**config.mk**
```make
export PLATFORM = sky130hd
export DESIGN_NAME = wb_trace_buffer_flat
export DESIGN_NICKNAME = d
export VERILOG_FILES = /design/src/rtl/wb_trace_buffer_pkg.sv /design/src/rtl/wb_trace_if.sv /design/src/rtl/trace_fifo_mem.sv /design/src/rtl/wb_trace_buffer.sv /design/src/flat_wrapper.sv
export SDC_FILE = /design/constraint.sdc
export NUM_CORES = 1
export LEC_CHECK = 0
export CORE_MARGIN = 10
export CORE_UTILIZATION = 65
export CTS_BUF_LIST = sky130_fd_sc_hd__clkbuf_16
export DETAILED_ROUTE_END_ITERATION = 8
export PLACE_DENSITY = 0.93
export SYNTH_ARGS = -nofsm -noshare
export SYNTH_HDL_FRONTEND = slang
export SYNTH_HIERARCHICAL = 1
export SYNTH_SLANG_ARGS = --single-unit
```
**constraint.sdc**
```tcl
create_clock -name Clock -period 16.2 [get_ports Clock]
set_input_delay 3.24 -clock Clock [delete_from_list [all_inputs] [get_ports Clock]]
set_output_delay 3.24 -clock Clock [all_outputs]
set_load 0.02 [all_outputs]
```
**src/rtl/wb_trace_buffer_pkg.sv**
```systemverilog
// Shared CPU trace package: layout of one writeback trace entry.
// Trace consumers import this package to decode the 69-bit entry
// {PC, destination register, write data}, PC in the upper bits.
package wb_trace_buffer_pkg;

  localparam int TRACE_PC_W   = 32;
  localparam int TRACE_RD_W   = 5;
  localparam int TRACE_DATA_W = 32;

  localparam int TRACE_DATA_LSB = 0;
  localparam int TRACE_RD_LSB   = TRACE_DATA_LSB + TRACE_DATA_W;
  localparam int TRACE_PC_LSB   = TRACE_RD_LSB + TRACE_RD_W;
  localparam int TRACE_ENTRY_W  = TRACE_PC_LSB + TRACE_PC_W;

  typedef struct packed {
    logic [TRACE_PC_W-1:0]   pc;
    logic [TRACE_RD_W-1:0]   regDest;
    logic [TRACE_DATA_W-1:0] data;
  } trace_entry_t;

endpackage

```
**src/rtl/wb_trace_if.sv**
```systemverilog
// Writeback trace bundle: capture-side inputs from the writeback stage,
// head-of-FIFO trace outputs with a valid/ready handshake, and status.
//   master : writeback stage + trace consumer (drives capture, Ready)
//   slave  : the trace buffer
interface wb_trace_if #(
  parameter int DEPTH  = 16,
  parameter int DROP_W = 16
);
  import wb_trace_buffer_pkg::*;

  localparam int CNT_W = $clog2(DEPTH) + 1;

  logic                    RegWrite_In;
  logic [TRACE_RD_W-1:0]   RegDest_In;
  logic [TRACE_DATA_W-1:0] WriteData_In;
  logic [TRACE_PC_W-1:0]   PC_In;
  logic                    Freeze;

  logic                    Trace_Valid;
  logic                    Trace_Ready;
  logic [TRACE_PC_W-1:0]   Trace_PC;
  logic [TRACE_RD_W-1:0]   Trace_RegDest;
  logic [TRACE_DATA_W-1:0] Trace_Data;

  logic [CNT_W-1:0]        Count;
  logic                    Overflow;
  logic [DROP_W-1:0]       DropCount;

  modport master (
    output RegWrite_In, RegDest_In, WriteData_In, PC_In, Freeze, Trace_Ready,
    input  Trace_Valid, Trace_PC, Trace_RegDest, Trace_Data,
    input  Count, Overflow, DropCount
  );

  modport slave (
    input  RegWrite_In, RegDest_In, WriteData_In, PC_In, Freeze, Trace_Ready,
    output Trace_Valid, Trace_PC, Trace_RegDest, Trace_Data,
    output Count, Overflow, DropCount
  );

endinterface

```
**src/rtl/trace_fifo_mem.sv**
```systemverilog
// Trace entry storage: DEPTH x WIDTH array, one synchronous write port
// and one asynchronous (combinational) read port. No reset on contents.
//   Clock  : write clock, rising edge
//   wrEn   : write enable
//   wrAddr : write address
//   wrData : write entry
//   rdAddr : read address
//   rdData : entry at rdAddr, combinational
module trace_fifo_mem #(
  parameter int DEPTH = 16,
  parameter int WIDTH = 69
) (
  input  logic                     Clock,
  input  logic                     wrEn,
  input  logic [$clog2(DEPTH)-1:0] wrAddr,
  input  logic [WIDTH-1:0]         wrData,
  input  logic [$clog2(DEPTH)-1:0] rdAddr,
  output logic [WIDTH-1:0]         rdData
);

  logic [WIDTH-1:0] mem [DEPTH];

  always_ff @(posedge Clock) begin
    if (wrEn) mem[wrAddr] <= wrData;
  end

  assign rdData = mem[rdAddr];

endmodule

```
**src/rtl/wb_trace_buffer.sv**
```systemverilog
// Writeback trace buffer: captures every architectural register write
// ({PC, rd, data}) into a FIFO and presents the oldest entry on a
// valid/ready port. Writes to $0 and writes while frozen are ignored.
// A capture into a full buffer with no simultaneous pop is dropped and
// recorded in the sticky Overflow flag and a saturating DropCount.
//   Clock : rising-edge clock
//   Reset : asynchronous active-low reset
//   tr    : capture inputs, trace head outputs, Count/Overflow/DropCount
module wb_trace_buffer
  import wb_trace_buffer_pkg::*;
#(
  parameter int DEPTH  = 16,
  parameter int DROP_W = 16
) (
  input  logic    Clock,
  input  logic    Reset,
  wb_trace_if.slave tr
);

  localparam int PTR_W = $clog2(DEPTH);
  localparam int CNT_W = PTR_W + 1;
  localparam logic [CNT_W-1:0] FULL_CNT = CNT_W'(DEPTH);

  logic [PTR_W-1:0]  wrPtr;
  logic [PTR_W-1:0]  rdPtr;
  logic [CNT_W-1:0]  count;
  logic              overflow;
  logic [DROP_W-1:0] dropCount;

  logic              capture;
  logic              full;
  logic              empty;
  logic              doPush;
  logic              doPop;
  logic              doDrop;
  trace_entry_t      wrEntry;
  trace_entry_t      headEntry;

  function automatic logic [DROP_W-1:0] satInc(input logic [DROP_W-1:0] v);
    return (&v) ? v : v + 1'b1;
  endfunction

  // Full/empty come from the occupancy counter, so the pointers can be
  // plain modulo-DEPTH indices without an extra wrap bit.
  always_comb begin
    capture = tr.RegWrite_In && (tr.RegDest_In != '0) && !tr.Freeze;
    full    = (count == FULL_CNT);
    empty   = (count == '0);
    doPop   = !empty && tr.Trace_Ready;
    // A pop on the same edge frees the slot the push needs.
    doPush  = capture && (!full || doPop);
    doDrop  = capture && full && !doPop;

    wrEntry.pc      = tr.PC_In;
    wrEntry.regDest = tr.RegDest_In;
    wrEntry.data    = tr.WriteData_In;
  end

  always_ff @(posedge Clock or negedge Reset) begin
    if (!Reset) begin
      wrPtr     <= '0;
      rdPtr     <= '0;
      count     <= '0;
      overflow  <= 1'b0;
      dropCount <= '0;
    end else begin
      if (doPush) wrPtr <= wrPtr + 1'b1;
      if (doPop)  rdPtr <= rdPtr + 1'b1;
      case ({doPush, doPop})
        2'b10:   count <= count + 1'b1;
        2'b01:   count <= count - 1'b1;
        default: count <= count;
      endcase
      if (doDrop) begin
        overflow  <= 1'b1;
        dropCount <= satInc(dropCount);
      end
    end
  end

  trace_fifo_mem #(
    .DEPTH (DEPTH),
    .WIDTH (TRACE_ENTRY_W)
  ) u_mem (
    .Clock  (Clock),
    .wrEn   (doPush),
    .wrAddr (wrPtr),
    .wrData (wrEntry),
    .rdAddr (rdPtr),
    .rdData (headEntry)
  );

  assign tr.Trace_Valid   = !empty;
  assign tr.Trace_PC      = headEntry.pc;
  assign tr.Trace_RegDest = headEntry.regDest;
  assign tr.Trace_Data    = headEntry.data;
  assign tr.Count         = count;
  assign tr.Overflow      = overflow;
  assign tr.DropCount     = dropCount;

endmodule

```
**src/flat_wrapper.sv**
```systemverilog
// flat-port wrapper written by rule: the top's interface ports become plain ports
module wb_trace_buffer_flat import wb_trace_buffer_pkg::*;
#(
  parameter int DEPTH  = 16,
  parameter int DROP_W = 16
)
  (Clock, Reset, tr_RegWrite_In, tr_RegDest_In, tr_WriteData_In, tr_PC_In, tr_Freeze, tr_Trace_Ready, tr_Trace_Valid, tr_Trace_PC, tr_Trace_RegDest, tr_Trace_Data, tr_Count, tr_Overflow, tr_DropCount);
  wb_trace_if #(.DEPTH(DEPTH), .DROP_W(DROP_W)) tr_i ();
  input  logic Clock;
  input  logic Reset;
  input wire logic [$bits(tr_i.RegWrite_In)-1:0] tr_RegWrite_In;
  input wire logic [$bits(tr_i.RegDest_In)-1:0] tr_RegDest_In;
  input wire logic [$bits(tr_i.WriteData_In)-1:0] tr_WriteData_In;
  input wire logic [$bits(tr_i.PC_In)-1:0] tr_PC_In;
  input wire logic [$bits(tr_i.Freeze)-1:0] tr_Freeze;
  input wire logic [$bits(tr_i.Trace_Ready)-1:0] tr_Trace_Ready;
  output wire logic [$bits(tr_i.Trace_Valid)-1:0] tr_Trace_Valid;
  output wire logic [$bits(tr_i.Trace_PC)-1:0] tr_Trace_PC;
  output wire logic [$bits(tr_i.Trace_RegDest)-1:0] tr_Trace_RegDest;
  output wire logic [$bits(tr_i.Trace_Data)-1:0] tr_Trace_Data;
  output wire logic [$bits(tr_i.Count)-1:0] tr_Count;
  output wire logic [$bits(tr_i.Overflow)-1:0] tr_Overflow;
  output wire logic [$bits(tr_i.DropCount)-1:0] tr_DropCount;
  assign tr_i.RegWrite_In = tr_RegWrite_In;
  assign tr_i.RegDest_In = tr_RegDest_In;
  assign tr_i.WriteData_In = tr_WriteData_In;
  assign tr_i.PC_In = tr_PC_In;
  assign tr_i.Freeze = tr_Freeze;
  assign tr_i.Trace_Ready = tr_Trace_Ready;
  assign tr_Trace_Valid = tr_i.Trace_Valid;
  assign tr_Trace_PC = tr_i.Trace_PC;
  assign tr_Trace_RegDest = tr_i.Trace_RegDest;
  assign tr_Trace_Data = tr_i.Trace_Data;
  assign tr_Count = tr_i.Count;
  assign tr_Overflow = tr_i.Overflow;
  assign tr_DropCount = tr_i.DropCount;
  wb_trace_buffer #(.DEPTH(DEPTH), .DROP_W(DROP_W)) u_core (.Clock(Clock), .Reset(Reset), .tr(tr_i));
endmodule
```
==> results.py, run 1 <==
metrics = {
    "global_route": {
        "antenna_found_initial": 12,
        "grt_pass1_vias": 22800,
        "overflow": 0,
        "grt_pass1_wl_um": 159000,
        "grt_max_degree": 123,
        "grt_usage": 0.285,
    },
    "sta": {
        "max_freq_mhz": 112,
        "max-slew-margin-rel": 0.130,
        "tightest_slew_ns": 1.30,
        "setup_viol": 0,
        "skew_ns": 0.0231,
        "rsz0062_at_grt": "false",
        "maxSlewViolCount": 0,
        "period_needed_ns": 8.95,
        "fin_tns_setup_ns": 0,
        "hold_violations": 0,
        "finalCritPeriodShare": 0.552,
    },
    "finish": {
        "nNetsFinal": 2146,
        "syn_to_final_growth_pct": 14.4,
        "final_util": 0.748,
        "layout_commonest_cell": "edfxtp_1",
        "fin_cells": 3021,
        "drive_gt1_frac": 0.234,
        "final_cell_mix": "1,104 x edfxtp_1, 276 x mux4_2, 165 x clkdlybuf4s50_1",
    },
    "clock_network": {
        "clkSinkCount": 1134,
        "postCtsSetupBuffers": 0,
        "cts_resized": 0,
        "cts_max_path_buffers": 3,
        "clk_pin_slew_ns": 0.06,
        "htreeDepth": 3,
        "cts-root-buf": "clkbuf_16",
        "cts_tree": "built",
        "cts_hold_buf": 0,
        "numCtsBuffers": 107,
        "clock_latency_ns": 0.68,
    },
    "hold_path": {
        "worst_hold_path_type": "reg -> reg",
        "hold_start": "u_core/tr.Overflow$_DFFE_PN0P_",
        "holdPathStages": 1,
        "hold_end": "u_core/tr.Overflow$_DFFE_PN0P_",
    },
    "floorplanning": {
        "die_height_um": 277,
        "pin_count": 166,
        "core_um2": 65500,
        "die-area_um2": 76600,
        "num_rows": 94,
        "die_w_um": 277,
        "start_util": 0.654,
    },
    "placement": {
        "placedCellCount": 2820,
        "place.gp.congestion": 0.752,
        "portBuffers": 165,
        "dp_hpwl_um": 49600,
    },
    "critical_path": {
        "arrival_ns": 5.71,
        "cp-startpoint": "u_core/rdPtr[0]$_DFFE_PN0P_",
        "startpoint_type": "flip-flop",
        "rr_endpoint": "u_core/u_mem/mem[6][47]$_DFFE_PP_",
        "cp_max_fo": 122,
        "endpoint_kind": "output port",
        "timing.rr.start": "u_core/tr.Count[0]$_DFFE_PN0P_",
        "critical_path_class": "reg -> out",
        "reg2reg_slack_ns": 12.23,
        "rr_worst_depth": 6,
        "crit_required_ns": 12.96,
    },
    "routing": {
        "drt-initial-drc-count": 2989,
        "routed_wl_um": 108000,
        "ant_nets": 0,
        "vias": 21400,
        "wire_per_inst_um": 35.9,
        "drc": 0,
        "firstDrtPassIters": 5,
        "via_per_inst": 7.09,
    },
    "power_and_ir_drop": {
        "ir_worst_vdd_v": 0.000156,
        "p_per_area_nw_per_um2": 176,
        "leakagePower_uw": 0.0156,
    },
    "status": {
        "status": "finished, final reports clean",
    },
    "logic_synthesis": {
        "netlist_area_um2": 42800,
        "synth_seq_cells": 1134,
        "synth_area_per_cell_um2": 23.3,
        "yosysUniqueCellTypes": 42,
        "netlist_instances": 1842,
        "syn_nets": 1923,
        "ys_warn_count": 6,
        "synth-seq-area-share": 0.791,
    },
    "job": {
        "drv_cap": 0,
    },
}
Yosys cell counts, drive strengths merged:
cell	number	area share
edfxtp	1104	0.77
fa	1	0.00047
inv	6	0.00053
nor4	2	0.00064
nand4	9	0.0013
clkbuf	34	0.0030
a22oi	138	0.024
mux2	4	0.0012
o21ai	2	0.00050
ha	6	0.0018
a21boi	1	0.00018
or3b	1	0.00020
nor2	18	0.0016
or4	1	0.00026
mux2i	1	0.00023
nand3	8	0.00093
buf	61	0.0095
nor3	6	0.00070
a21o	1	0.00018
nand2b	2	0.00029
and2	3	0.00047
xnor2	22	0.0045
nand3b	3	0.00053
a21oi	3	0.00061
xor2	3	0.00061
dfrtp	30	0.018
a211oi	1	0.00029
a32oi	1	0.00020
and4	1	0.00020
nand2	87	0.0076
nor2b	5	0.00079
mux4	276	0.15
or2	1	0.00015
critical path: stages (launching register included):
cell and delay [ns]:
dfrtp_4 1.07, buf_12 0.52, buf_4 0.96, mux4_2 0.65, a22oi_1 0.31, nand2_1 0.27, clkdlybuf4s50_1 0.62
through the flow:
stage               setup slack [ns]  instance area (um2)  hold WS, ns  power [uW]
CTS                             7.17                49000        0.486        8640
detailed placement              8.06                45500        0.462        6090
global route                    6.80                49000        0.505        8860
floorplan                       6.65                42800        0.484        5190
global placement                8.21                45500        0.466        6000
finish                          7.25                49000        0.481        8610
final cells by class:
cell class	count	area [um2]
sequential	1134	33900
fill	3117	16500
multi-input combinational	607	8520
clock buffer	109	2730
timing repair buffer	209	1990
tap	864	1080
clock inverter	88	732
inverter	6	22.5
antenna	4	10.0
kinds of logic after synthesis:
kind of cell	after synthesis	synth area share
adders and majority gates	7	0.00222
muxes	281	0.147
buffers and inverters	101	0.0130
and+or+nand+nor	147	0.0157
AOI/OAI and AO/OA	147	0.0261
DFF	1134	0.791
xor gates and xnor gates	25	0.00511
power by group:
part           switching (uW)  internal [uW]
Combinational            1420           1150
Clock                    1080           1410
Sequential                156           3390
how the worst max path moves through the flow:
stage	cells after the start	to	slack [ns]
6_report	6	tr_Trace_Data[24]	7.25
5_1_grt	6	tr_Trace_Data[24]	6.80
4_1_cts	6	tr_Trace_Data[24]	7.17
3_5_place_dp	6	tr_Trace_Data[24]	8.06
3_3_place_gp	6	tr_Trace_Data[24]	8.21
2_1_floorplan	6	u_core/u_mem/mem[0][0]$_DFFE_PP_	6.65
state kept, by name, summed over array words and instances (netlist names):
register and cells:
u_core/tr.Count 5, u_core/tr.DropCount 16, u_core/tr.Overflow 1, u_core/wrPtr 4, u_core/u_mem/mem 1104, u_core/rdPtr 4
metal layers:
layer / vias up / track usage / part of all wire
met5: - / 0 / 0.00089
met3: 292 / 0.0623 / 0.11
met4: 16 / 0.120 / 0.034
met1: 11100 / 0.363 / 0.33
met2: 1711 / 0.473 / 0.52
li1: 8290 / - / -
(Power assumes the default switching activity.)
==> run 2: changes to the inputs <==
Settings changed: CORE_UTILIZATION 65 to 55, PLACE_DENSITY 0.93 to 0.85.
Clock period 16.2 ns to 7.3 ns, I/O delays scaled along.
==> run 2 against run 1 <==
Effect of this change:
- worst hold slack improved by 0.027 ns
- clock power increased by 120%
- sequential share of layout area decreased by 0.40 points
- critical endpoint is now tr_Trace_Data[8]
- die area increased by 17%
- count of clock-buffer cells in the layout decreased by 3
- non-clock buffer count decreased by 5
- cell count increased by 5.6%
- clock skew increased by 0.020 ns
- first-iteration DRC count increased by 0.87%
- combinational power increased by 130%
- via count decreased by 1.2%
==> results.py, run 2 (synthesis gave the netlist of run 1 again) <==
metrics = {
    "floorplanning": {
        "die_w_um": 299,
        "pin_count": 166,
        "die-area_um2": 89500,
        "num_rows": 102,
        "start_util": 0.554,
        "core_um2": 77300,
        "die_height_um": 299,
    },
    "routing": {
        "drt-initial-drc-count": 3015,
        "routed_wl_um": 108000,
        "drc": 0,
        "vias": 21200,
        "via_per_inst": 6.63,
        "wire_per_inst_um": 33.7,
        "ant_nets": 0,
        "firstDrtPassIters": 5,
    },
    "sta": {
        "max_freq_mhz": 183,
        "finalCritPeriodShare": 0.748,
        "tightest_slew_ns": 1.40,
        "period_needed_ns": 5.46,
        "max-slew-margin-rel": 0.0641,
        "fin_ws_ns": 1.84,
        "fin_tns_setup_ns": 0,
        "skew_ns": 0.0436,
        "setup_viol": 0,
        "rsz0062_at_grt": "false",
        "maxSlewViolCount": 0,
        "hold_violations": 0,
    },
    "critical_path": {
        "crit_required_ns": 5.84,
        "cp_max_fo": 43,
        "cp_top_family": "buffers and inverters",
        "cp-startpoint": "u_core/rdPtr[0]$_DFFE_PN0P_",
        "max_stage_delay_ns": 1.01,
        "crit_slowest_cell": "dfrtp_4",
        "critical_path_class": "reg -> out",
        "arrival_ns": 4.00,
        "path_cells": "buf_4 > mux4_2 > a22oi_1 > nand2_1 > clkdlybuf4s50_1",
        "timing.rr.start": "u_core/tr.Count[3]$_DFFE_PN0P_",
        "startpoint_type": "flip-flop",
        "critPathBufInv": 2,
        "endpoint_kind": "output port",
    },
    "clock_network": {
        "clkSinkCount": 1134,
        "cts_tree": "built",
        "clk_pin_slew_ns": 0.06,
        "cts_max_path_buffers": 3,
        "postCtsSetupBuffers": 0,
        "cts-root-buf": "clkbuf_16",
        "cts_resized": 0,
        "htreeDepth": 3,
        "cts_hold_buf": 0,
        "clock_latency_ns": 0.68,
        "numCtsBuffers": 105,
    },
    "finish": {
        "largest_register_ffs": 1104,
        "nNetsFinal": 2139,
        "layout_commonest_cell": "edfxtp_1",
        "final_cell_mix": "1,104 x edfxtp_1, 276 x mux4_2, 165 x clkdlybuf4s50_1",
        "fill_cells": 4724,
        "drive_gt1_frac": 0.229,
        "multiInputGateArea_um2": 8540,
        "syn_to_final_growth_pct": 15.0,
        "regMostFlops": "u_core/u_mem/mem",
        "regArea_um2": 33900,
        "final_util": 0.637,
    },
    "job": {
        "drv_cap": 0,
    },
    "placement": {
        "place_ws_ns": 1.93,
        "portBuffers": 165,
        "dp_hpwl_um": 52700,
        "place.gp.congestion": 0.745,
    },
    "hold_path": {
        "worst_hold_path_type": "reg -> reg",
        "hold_start": "u_core/tr.DropCount[15]$_DFFE_PN0P_",
    },
    "global_route": {
        "grt_max_degree": 99,
        "grt_usage": 0.240,
        "grt_pass1_vias": 21900,
        "antenna_found_initial": 11,
        "grt_pass1_wl_um": 158000,
        "overflow": 0,
    },
    "power_and_ir_drop": {
        "p_per_area_nw_per_um2": 389,
        "leakagePower_uw": 0.0155,
        "ir_worst_vdd_v": 0.000343,
    },
    "status": {
        "status": "finished, final reports clean",
    },
}
-- run 2: changes by cell type in the layout (fill, tap and decap cells not counted), sizes merged --
| cell | before | now |
|---|---|---|
| buf | 44 | 39 |
| bufinv | 12 | 13 |
| diode | 4 | 2 |
| inv | 39 | 35 |
| clkbuf | 109 | 106 |
| clkinv | 39 | 45 |
-- run 2: through the flow --
step	cell area, um2	power, uW	hold WS (ns)	cells
after CTS	49300	19300	0.509	3188
after floorplan	42900	11500	0.484	1842
after detailed placement	45800	13600	0.493	2991
after global placement	45800	13400	0.481	2991
after global routing	49300	19800	0.529	3189
final	49300	19200	0.508	3190
-- run 2: per-layer routing --
layer / routed length [um] / up-vias / part of all wire / global-route usage
met5: 96 / - / 0.00089 / 0
met4: 4500 / 18 / 0.042 / 0.0980
met3: 10400 / 262 / 0.097 / 0.0502
met2: 55100 / 1447 / 0.51 / 0.400
met1: 37400 / 11100 / 0.35 / 0.309
li1: - / 8287 / - / -
-- run 2: area by class of cell --
cell class,count,share of cell area
diodes,2,0.000102
clock buffers,106,0.0538
clock inverters,91,0.0160
inverters,6,0.000457
multi-input cells,607,0.173
flip-flops and latches,1134,0.688
well taps,1040,0.0264
repair buffers,204,0.0417
-- run 2: worst paths after layout --
kind	end	slack, ns	depth (start not counted)
max in group asynchronous	u_core/rdPtr[0]$_DFFE_PN0P_	5.82	2
min reg2reg	u_core/tr.DropCount[15]$_DFFE_PN0P_	0.51	1
max	tr_Trace_Data[8]	1.84	5
min	u_core/tr.DropCount[15]$_DFFE_PN0P_	0.51	1
max reg2reg	u_core/u_mem/mem[8][26]$_DFFE_PP_	3.74	7
min in group asynchronous	u_core/tr.DropCount[14]$_DFFE_PN0P_	1.17	2
-- run 2: report_power, final --
group	internal (uW)	leakage, uW	switching (uW)
logic	2570	0.00345	3250
registers	7520	0.0103	296
clock network	3100	0.00176	2430
total	13200	0.0155	5970
